File: src/rtl/load_store_unit_if.sv
// Core/memory-side bundle for the load/store unit.
// The master side is the core plus data memory; the slave side is the LSU itself.
interface load_store_unit_if #(
  parameter int ADDR_WIDTH = 32,
  parameter int MEM_DEPTH  = 1024
);
  localparam int IDX_W = $clog2(MEM_DEPTH);

  // request from the core
  logic                  req_valid;
  logic                  req_ready;
  logic                  req_we;
  logic [2:0]            req_funct3;
  logic [ADDR_WIDTH-1:0] req_addr;
  logic [31:0]           req_wdata;

  // response to the core
  logic                  rsp_valid;
  logic [31:0]           rsp_rdata;
  logic                  rsp_error;

  // word-addressed data memory port
  logic [IDX_W-1:0]      mem_addr;
  logic [31:0]           mem_write_data;
  logic                  mem_write;
  logic [31:0]           mem_dout;

  modport master (
    output req_valid, req_we, req_funct3, req_addr, req_wdata,
    input  req_ready,
    input  rsp_valid, rsp_rdata, rsp_error,
    input  mem_addr, mem_write_data, mem_write,
    output mem_dout
  );

  modport slave (
    input  req_valid, req_we, req_funct3, req_addr, req_wdata,
    output req_ready,
    output rsp_valid, rsp_rdata, rsp_error,
    output mem_addr, mem_write_data, mem_write,
    input  mem_dout
  );
endinterface

File: src/rtl/load_store_unit.sv
// Load/store unit: turns byte-addressed LB/LH/LW/LBU/LHU/SB/SH/SW requests
// into whole-word accesses on a word-addressed memory. Sub-word stores are
// done as read-modify-write; loads are sign- or zero-extended. Illegal,
// misaligned and out-of-range requests are answered with an error and never
// touch memory.
module load_store_unit #(
  parameter int MEM_DEPTH  = 1024,
  parameter int ADDR_WIDTH = 32
) (
  input  logic clk,
  input  logic rst,
  load_store_unit_if.slave bus
);

  localparam int IDX_W     = $clog2(MEM_DEPTH);
  localparam int RANGE_LSB = IDX_W + 2;

  localparam logic [2:0] F3_B  = 3'b000;
  localparam logic [2:0] F3_H  = 3'b001;
  localparam logic [2:0] F3_W  = 3'b010;
  localparam logic [2:0] F3_BU = 3'b100;
  localparam logic [2:0] F3_HU = 3'b101;

  typedef enum logic [2:0] {
    IDLE,
    ERR,
    LOAD,
    MERGE,
    WRITE,
    RESP
  } state_t;

  state_t state, next_state;

  // request context captured at accept
  logic [IDX_W-1:0] idx_q;
  logic [1:0]       off_q;
  logic [2:0]       funct3_q;
  logic [15:0]      wdata_q;
  logic             err_q;

  // registered outputs
  logic [31:0]      rdata_q;
  logic [31:0]      wr_data_q;

  // request decode
  logic                  accept;
  logic [IDX_W-1:0]      req_idx;
  logic [1:0]            req_off;
  logic [ADDR_WIDTH-1:0] addr_hi;
  logic                  out_of_range;
  logic                  funct3_ok;
  logic                  misaligned;
  logic                  req_err;

  // datapath
  logic [7:0]  sel_byte;
  logic [15:0] sel_half;
  logic [31:0] load_value;
  logic [31:0] merged_word;

  assign accept       = (state == IDLE) && bus.req_valid;
  assign req_idx      = bus.req_addr[IDX_W+1:2];
  assign req_off      = bus.req_addr[1:0];
  assign addr_hi      = bus.req_addr >> RANGE_LSB;
  assign out_of_range = (addr_hi != '0);

  // Classify the incoming request: legal access type for its direction and natural alignment.
  always_comb begin
    funct3_ok  = 1'b0;
    misaligned = 1'b0;
    case (bus.req_funct3)
      F3_B: begin
        funct3_ok = 1'b1;
      end
      F3_H: begin
        funct3_ok  = 1'b1;
        misaligned = req_off[0];
      end
      F3_W: begin
        funct3_ok  = 1'b1;
        misaligned = (req_off != 2'b00);
      end
      F3_BU: begin
        funct3_ok = !bus.req_we;
      end
      F3_HU: begin
        funct3_ok  = !bus.req_we;
        misaligned = req_off[0];
      end
      default: begin
        funct3_ok = 1'b0;
      end
    endcase
    req_err = !funct3_ok || misaligned || out_of_range;
  end

  // Pick the addressed byte/halfword out of the memory word and extend it for the core.
  always_comb begin
    sel_byte   = 8'h00;
    sel_half   = 16'h0000;
    load_value = bus.mem_dout;
    case (off_q)
      2'd0:    sel_byte = bus.mem_dout[7:0];
      2'd1:    sel_byte = bus.mem_dout[15:8];
      2'd2:    sel_byte = bus.mem_dout[23:16];
      default: sel_byte = bus.mem_dout[31:24];
    endcase
    sel_half = off_q[1] ? bus.mem_dout[31:16] : bus.mem_dout[15:0];
    case (funct3_q)
      F3_B:    load_value = {{24{sel_byte[7]}}, sel_byte};
      F3_BU:   load_value = {24'h000000, sel_byte};
      F3_H:    load_value = {{16{sel_half[15]}}, sel_half};
      F3_HU:   load_value = {16'h0000, sel_half};
      default: load_value = bus.mem_dout;
    endcase
  end

  // Overlay the store byte/halfword onto the current memory word, leaving other lanes intact.
  always_comb begin
    merged_word = bus.mem_dout;
    if (funct3_q == F3_H) begin
      if (off_q[1]) begin
        merged_word[31:16] = wdata_q;
      end else begin
        merged_word[15:0] = wdata_q;
      end
    end else begin
      case (off_q)
        2'd0:    merged_word[7:0]   = wdata_q[7:0];
        2'd1:    merged_word[15:8]  = wdata_q[7:0];
        2'd2:    merged_word[23:16] = wdata_q[7:0];
        default: merged_word[31:24] = wdata_q[7:0];
      endcase
    end
  end

  // State register; async reset drops straight back to IDLE, aborting any request.
  always_ff @(posedge clk or posedge rst) begin
    if (rst) begin
      state <= IDLE;
    end else begin
      state <= next_state;
    end
  end

  // Sequencing: errors and loads take one working cycle, SW writes directly, SB/SH read first.
  always_comb begin
    next_state = state;
    case (state)
      IDLE: begin
        if (bus.req_valid) begin
          if (req_err) begin
            next_state = ERR;
          end else if (!bus.req_we) begin
            next_state = LOAD;
          end else if (bus.req_funct3 == F3_W) begin
            next_state = WRITE;
          end else begin
            next_state = MERGE;
          end
        end
      end
      ERR:     next_state = RESP;
      LOAD:    next_state = RESP;
      MERGE:   next_state = WRITE;
      WRITE:   next_state = RESP;
      RESP:    next_state = IDLE;
      default: next_state = IDLE;
    endcase
  end

  // Capture the request on accept and register load results and merged store words.
  always_ff @(posedge clk or posedge rst) begin
    if (rst) begin
      idx_q     <= '0;
      off_q     <= 2'b00;
      funct3_q  <= 3'b000;
      wdata_q   <= 16'h0000;
      err_q     <= 1'b0;
      rdata_q   <= 32'h0000_0000;
      wr_data_q <= 32'h0000_0000;
    end else begin
      if (accept) begin
        idx_q    <= req_idx;
        off_q    <= req_off;
        funct3_q <= bus.req_funct3;
        wdata_q  <= bus.req_wdata[15:0];
        err_q    <= req_err;
        rdata_q  <= 32'h0000_0000;
        if (!req_err && bus.req_we && (bus.req_funct3 == F3_W)) begin
          wr_data_q <= bus.req_wdata;
        end
      end else if (state == LOAD) begin
        rdata_q <= load_value;
      end else if (state == MERGE) begin
        wr_data_q <= merged_word;
      end
    end
  end

  // Handshake and memory strobes come straight from the state so reset kills them at once.
  assign bus.req_ready      = (state == IDLE);
  assign bus.rsp_valid      = (state == RESP);
  assign bus.rsp_error      = (state == RESP) && err_q;
  assign bus.rsp_rdata      = rdata_q;
  assign bus.mem_addr       = idx_q;
  assign bus.mem_write_data = wr_data_q;
  assign bus.mem_write      = (state == WRITE);

endmodule

File: src/flat_wrapper.sv
// flat-port wrapper written by rule: the top's interface ports become plain ports
module load_store_unit_flat 
#(
  parameter int MEM_DEPTH  = 1024,
  parameter int ADDR_WIDTH = 32
)
  (clk, rst, bus_req_valid, bus_req_we, bus_req_funct3, bus_req_addr, bus_req_wdata, bus_req_ready, bus_rsp_valid, bus_rsp_rdata, bus_rsp_error, bus_mem_addr, bus_mem_write_data, bus_mem_write, bus_mem_dout);
  load_store_unit_if #(.ADDR_WIDTH(ADDR_WIDTH), .MEM_DEPTH(MEM_DEPTH)) bus_i ();
  input  logic clk;
  input  logic rst;
  input wire logic [$bits(bus_i.req_valid)-1:0] bus_req_valid;
  input wire logic [$bits(bus_i.req_we)-1:0] bus_req_we;
  input wire logic [$bits(bus_i.req_funct3)-1:0] bus_req_funct3;
  input wire logic [$bits(bus_i.req_addr)-1:0] bus_req_addr;
  input wire logic [$bits(bus_i.req_wdata)-1:0] bus_req_wdata;
  output wire logic [$bits(bus_i.req_ready)-1:0] bus_req_ready;
  output wire logic [$bits(bus_i.rsp_valid)-1:0] bus_rsp_valid;
  output wire logic [$bits(bus_i.rsp_rdata)-1:0] bus_rsp_rdata;
  output wire logic [$bits(bus_i.rsp_error)-1:0] bus_rsp_error;
  output wire logic [$bits(bus_i.mem_addr)-1:0] bus_mem_addr;
  output wire logic [$bits(bus_i.mem_write_data)-1:0] bus_mem_write_data;
  output wire logic [$bits(bus_i.mem_write)-1:0] bus_mem_write;
  input wire logic [$bits(bus_i.mem_dout)-1:0] bus_mem_dout;
  assign bus_i.req_valid = bus_req_valid;
  assign bus_i.req_we = bus_req_we;
  assign bus_i.req_funct3 = bus_req_funct3;
  assign bus_i.req_addr = bus_req_addr;
  assign bus_i.req_wdata = bus_req_wdata;
  assign bus_req_ready = bus_i.req_ready;
  assign bus_rsp_valid = bus_i.rsp_valid;
  assign bus_rsp_rdata = bus_i.rsp_rdata;
  assign bus_rsp_error = bus_i.rsp_error;
  assign bus_mem_addr = bus_i.mem_addr;
  assign bus_mem_write_data = bus_i.mem_write_data;
  assign bus_mem_write = bus_i.mem_write;
  assign bus_i.mem_dout = bus_mem_dout;
  load_store_unit #(.MEM_DEPTH(MEM_DEPTH), .ADDR_WIDTH(ADDR_WIDTH)) u_core (.clk(clk), .rst(rst), .bus(bus_i));
endmodule
File: config.mk
export PLATFORM = sky130hd
export DESIGN_NAME = load_store_unit_flat
export DESIGN_NICKNAME = d
export VERILOG_FILES = /design/src/rtl/load_store_unit_if.sv /design/src/rtl/load_store_unit.sv /design/src/flat_wrapper.sv
export SDC_FILE = /design/constraint.sdc
export NUM_CORES = 1
export LEC_CHECK = 0
export ABC_AREA = 1
export CAP_MARGIN = 40
export CORE_AREA = 2 2 115 117
export DETAILED_ROUTE_END_ITERATION = 6
export DIE_AREA = 0 0 117 119
export PLACE_DENSITY = 0.81
export SLEW_MARGIN = 20
export SYNTH_ARGS = -nofsm -noshare
export SYNTH_HDL_FRONTEND = slang
export SYNTH_SLANG_ARGS = --single-unit
File: constraint.sdc
create_clock -name clk -period 4 [get_ports clk]
set_input_delay 0.4 -clock clk [delete_from_list [all_inputs] [get_ports clk]]
set_output_delay 0.4 -clock clk [all_outputs]
set_load 0.1 [all_outputs]
==> impl_metrics.tcl <==
set metrics [dict create \
    drt_first_pass_iters 5 \
    placementRows 42 \
    insertedDiodeCount 0 \
    fin_worst_skew_ns 0.006345 \
    dp_worst_setup_slack_ns 1.350 \
    post_drt_wl_per_cell_um 15.80 \
    die_height_um 119 \
    routed-via-count 6946 \
    power_density_nw_per_um2 808.7 \
    netlist_area_um2 5993 \
    global_route_wire_length_before_repair_um 32830 \
    synth.distinct_cells 31 \
    post_cts_buffers 0 \
    worstPathRequired_ns 4.25 \
    rsz0062_at_grt "false" \
    ys_warn_count 0 \
    cts_num_sinks 99 \
    numCtsBuffers 9 \
    clockBufferDepth 2 \
    critPathCaptureType "flop" \
    run_status "completed" \
    seq_area_frac_synth_pct 41.34 \
    chipWidth_um 117 \
    synth-seq-cells 99 \
    grt_overflow 0 \
    postSynthNetCount 990 \
    port_buffers 180 \
    starting_utilization_of_the_core_area_pct 46.55 \
    root_buffer "sky130_fd_sc_hd__clkbuf_16" \
    worst-slew-pin-transition_ns 0.7244 \
    post_dp_cell_area_um2 8990 \
    detail_route.vias_per_cell 5.372 \
    critical_path.startpoint "u_core.funct3_q[1]" \
    finalHoldViolCount 0 \
    min_period_ns 2.546 \
    yosys-top-cells-area "sky130_fd_sc_hd__dfrtp_1 (41%), sky130_fd_sc_hd__nand2_1 (25%), sky130_fd_sc_hd__nand3_1 (7.3%)" \
    vias_in_the_first_global_route 6781 \
    synthToLayoutAreaGrowth_pct 54.38 \
    critPathMaxFanout 33 \
    finalSetupViolations 0 \
    fin_crit_sh_pct 63.66 \
    num-nets-final 1216 \
    start_kind "flop" \
    cts_hold_repair.buffers 0 \
    max_freq_ghz 0.3927 \
    cts_repair_resize_count 0 \
    timing.setup.tns_ns 0 \
    timing.hold.worst.class "reg -> reg" \
    clk-insertion-delay-late_ns 0.36 \
    finish.instance_area_um2 9253 \
    num-fill-cells 987 \
    die-area_um2 13920 \
    drcViolationCount 0 \
    p_leak_nw 4.573 \
    number_of_antenna_violations_at_the_first_check_in_global_routing 0 \
    floorplan.core_area_um2 12870 \
    final_critical_path_setup_slack_ns 1.454 \
    setup.worst_path.class "reg -> reg" \
    slew_violations 0 \
    smallest_hold_slack_ns 0.4729 \
    gpl.final_weighted_congestion 0.9164 \
    worstReg2RegStart "u_core.funct3_q[1]" \
    power.ir.vdd_worst_mv 0.6536 \
    starting_drc_count_in_detailed_routing 777 \
    max-slew-margin-rel_pct 51.53 \
    share_of_final_layout_standard_cells_stronger_than_drive_strength_1_pct 10.74 \
    track_usage_pct 30.19 \
    synth.avg_cell_area_um2 6.757 \
    detail-route-antenna-nets 0 \
    cts_tree "built" \
    min_from "u_core.bus.mem_write_data[25]" \
    wl_um 20430 \
    design.portCount 181 \
    htree_levels 3 \
    detailedPlacementHpwl_um 15150 \
    synth_largest_area_cell "sky130_fd_sc_hd__dfrtp_1" \
    maximum_number_of_pins_on_one_net_before_global_route_repair 60 \
    clk_transition_reported_paths_ns 0.07 \
    drv.max_cap_violation_count 0 \
    timing.critical_path.arrival_ns 2.79 \
    synthCells 887 \
    synth_top_area_share_pct 41.34 \
]
## report_power, final
| part | internal (mW) | switching (mW) | leakage [nW] | total [mW] |
|---|---|---|---|---|
| logic | 1.67 | 3.41 | 3.17 | 5.07 |
| registers | 1.33 | 0.267 | 1.28 | 1.59 |
| clock network | 0.436 | 0.382 | 0.126 | 0.817 |
## cells in the mapped netlist
library cell,instances
sky130_fd_sc_hd__nand3_2,1
sky130_fd_sc_hd__a21oi_4,1
sky130_fd_sc_hd__buf_6,6
sky130_fd_sc_hd__inv_1,51
sky130_fd_sc_hd__buf_1,2
sky130_fd_sc_hd__a21oi_1,19
sky130_fd_sc_hd__a211oi_1,1
sky130_fd_sc_hd__nor2_1,51
sky130_fd_sc_hd__nand2_1,399
sky130_fd_sc_hd__o21bai_2,1
sky130_fd_sc_hd__nand3_1,87
sky130_fd_sc_hd__nand3b_2,1
sky130_fd_sc_hd__buf_2,24
sky130_fd_sc_hd__dfrtp_1,99
sky130_fd_sc_hd__inv_2,6
sky130_fd_sc_hd__nor2_8,1
sky130_fd_sc_hd__buf_4,7
sky130_fd_sc_hd__nand3b_1,1
sky130_fd_sc_hd__nor2_2,2
sky130_fd_sc_hd__o211ai_1,25
sky130_fd_sc_hd__o311ai_1,1
sky130_fd_sc_hd__nand2_2,4
sky130_fd_sc_hd__nor3_1,5
sky130_fd_sc_hd__nand2_8,1
sky130_fd_sc_hd__o21ai_0,69
sky130_fd_sc_hd__o21ai_1,5
sky130_fd_sc_hd__clkbuf_1,11
sky130_fd_sc_hd__nor4_1,1
sky130_fd_sc_hd__o211ai_2,2
sky130_fd_sc_hd__nand4_1,1
sky130_fd_sc_hd__nor2_4,2
## logic make-up after synthesis
| family | Yosys count | synth area share (%) |
|---|---|---|
| and+or+nand+nor | 557 | 38.23 |
| AOI/OAI and AO/OA | 124 | 12.05 |
| buffers and inverters | 107 | 8.392 |
| DFF | 99 | 41.34 |
## final timing paths
| check | end | slack [ns] | cells past startpoint |
|---|---|---|---|
| max reg2reg | u_core.bus.rsp_rdata[27] | 1.45 | 7 |
| min | u_core.bus.mem_write_data[25] | 0.47 | 2 |
| min reg2reg | u_core.bus.mem_write_data[25] | 0.47 | 2 |
| max in group asynchronous | u_core.bus.mem_write_data[31] | 2.65 | 3 |
| max | u_core.bus.rsp_rdata[27] | 1.45 | 7 |
| min in group asynchronous | u_core.bus.mem_write_data[24] | 0.51 | 2 |
## layout by cell type, fill, tap and decap left out, types with 2 or more instances in the layout
cell type,netlist,final
sky130_fd_sc_hd__o21ai_0,69,69
sky130_fd_sc_hd__nor2_4,2,2
sky130_fd_sc_hd__a21oi_1,19,19
sky130_fd_sc_hd__buf_16,0,3
sky130_fd_sc_hd__o211ai_1,25,25
sky130_fd_sc_hd__nand3_1,87,87
sky130_fd_sc_hd__clkdlybuf4s50_1,0,180
sky130_fd_sc_hd__nand2_1,399,399
sky130_fd_sc_hd__nor2_1,51,51
sky130_fd_sc_hd__buf_8,0,75
sky130_fd_sc_hd__inv_1,51,50
sky130_fd_sc_hd__o21ai_1,5,5
sky130_fd_sc_hd__inv_2,6,6
sky130_fd_sc_hd__clkbuf_1,11,3
sky130_fd_sc_hd__nor2_2,2,2
sky130_fd_sc_hd__dfrtp_1,99,99
sky130_fd_sc_hd__nand2_2,4,4
sky130_fd_sc_hd__o211ai_2,2,2
sky130_fd_sc_hd__clkbuf_16,0,9
sky130_fd_sc_hd__nor3_1,5,5
sky130_fd_sc_hd__buf_4,7,7
## area by class of cell
| type | count | area, um^2 | area share, % |
|---|---|---|---|
| clock buffer | 13 | 250.2 | 2.705 |
| clock inverter | 2 | 12.51 | 0.1352 |
| inverter | 57 | 216.5 | 2.339 |
| multi-input combinational | 681 | 3013 | 32.56 |
| sequential | 99 | 2477 | 26.77 |
| tap | 176 | 220.2 | 2.380 |
| timing repair buffer | 265 | 3063 | 33.10 |
## layer usage
| layer | up-vias | track usage (%) | share of wire [%] |
|---|---|---|---|
| met5 | - | 0 | 0 |
| met4 | 0 | 12.72 | 4.1 |
| met3 | 70 | 8.142 | 8.5 |
| met2 | 360 | 49.17 | 48 |
| met1 | 3231 | 37.50 | 39 |
| li1 | 3285 | - | - |
## critical path: stages (launching register included)
cell	delay [ns]
sky130_fd_sc_hd__dfrtp_1	0.80
sky130_fd_sc_hd__inv_2	0.33
sky130_fd_sc_hd__nand3b_2	0.62
sky130_fd_sc_hd__nor2_1	0.11
sky130_fd_sc_hd__nor2_1	0.13
sky130_fd_sc_hd__nand2_2	0.22
sky130_fd_sc_hd__nand2_1	0.15
sky130_fd_sc_hd__nand2_1	0.06
## through the flow
step / instances / power (mW) / util, %
finish: 1293 / 7.482 / 71.87
global route: 1293 / 7.891 / 71.87
CTS: 1293 / 7.458 / 71.87
detailed placement: 1278 / 6.621 / 69.83
global placement: 1200 / 5.803 / 60.44
floorplan: 887 / 4.908 / -
## sequential cells by signal, summed over array words and instances, names as in the netlist
signal and flops:
u_core.state 3, u_core.wdata_q 16, u_core.bus.rsp_rdata 32, u_core.bus.mem_write_data 32, u_core.err_q 1, u_core.funct3_q 3
u_core.bus.mem_addr 10, u_core.off_q 2
Note: power is estimated with default switching activity, not from simulation.
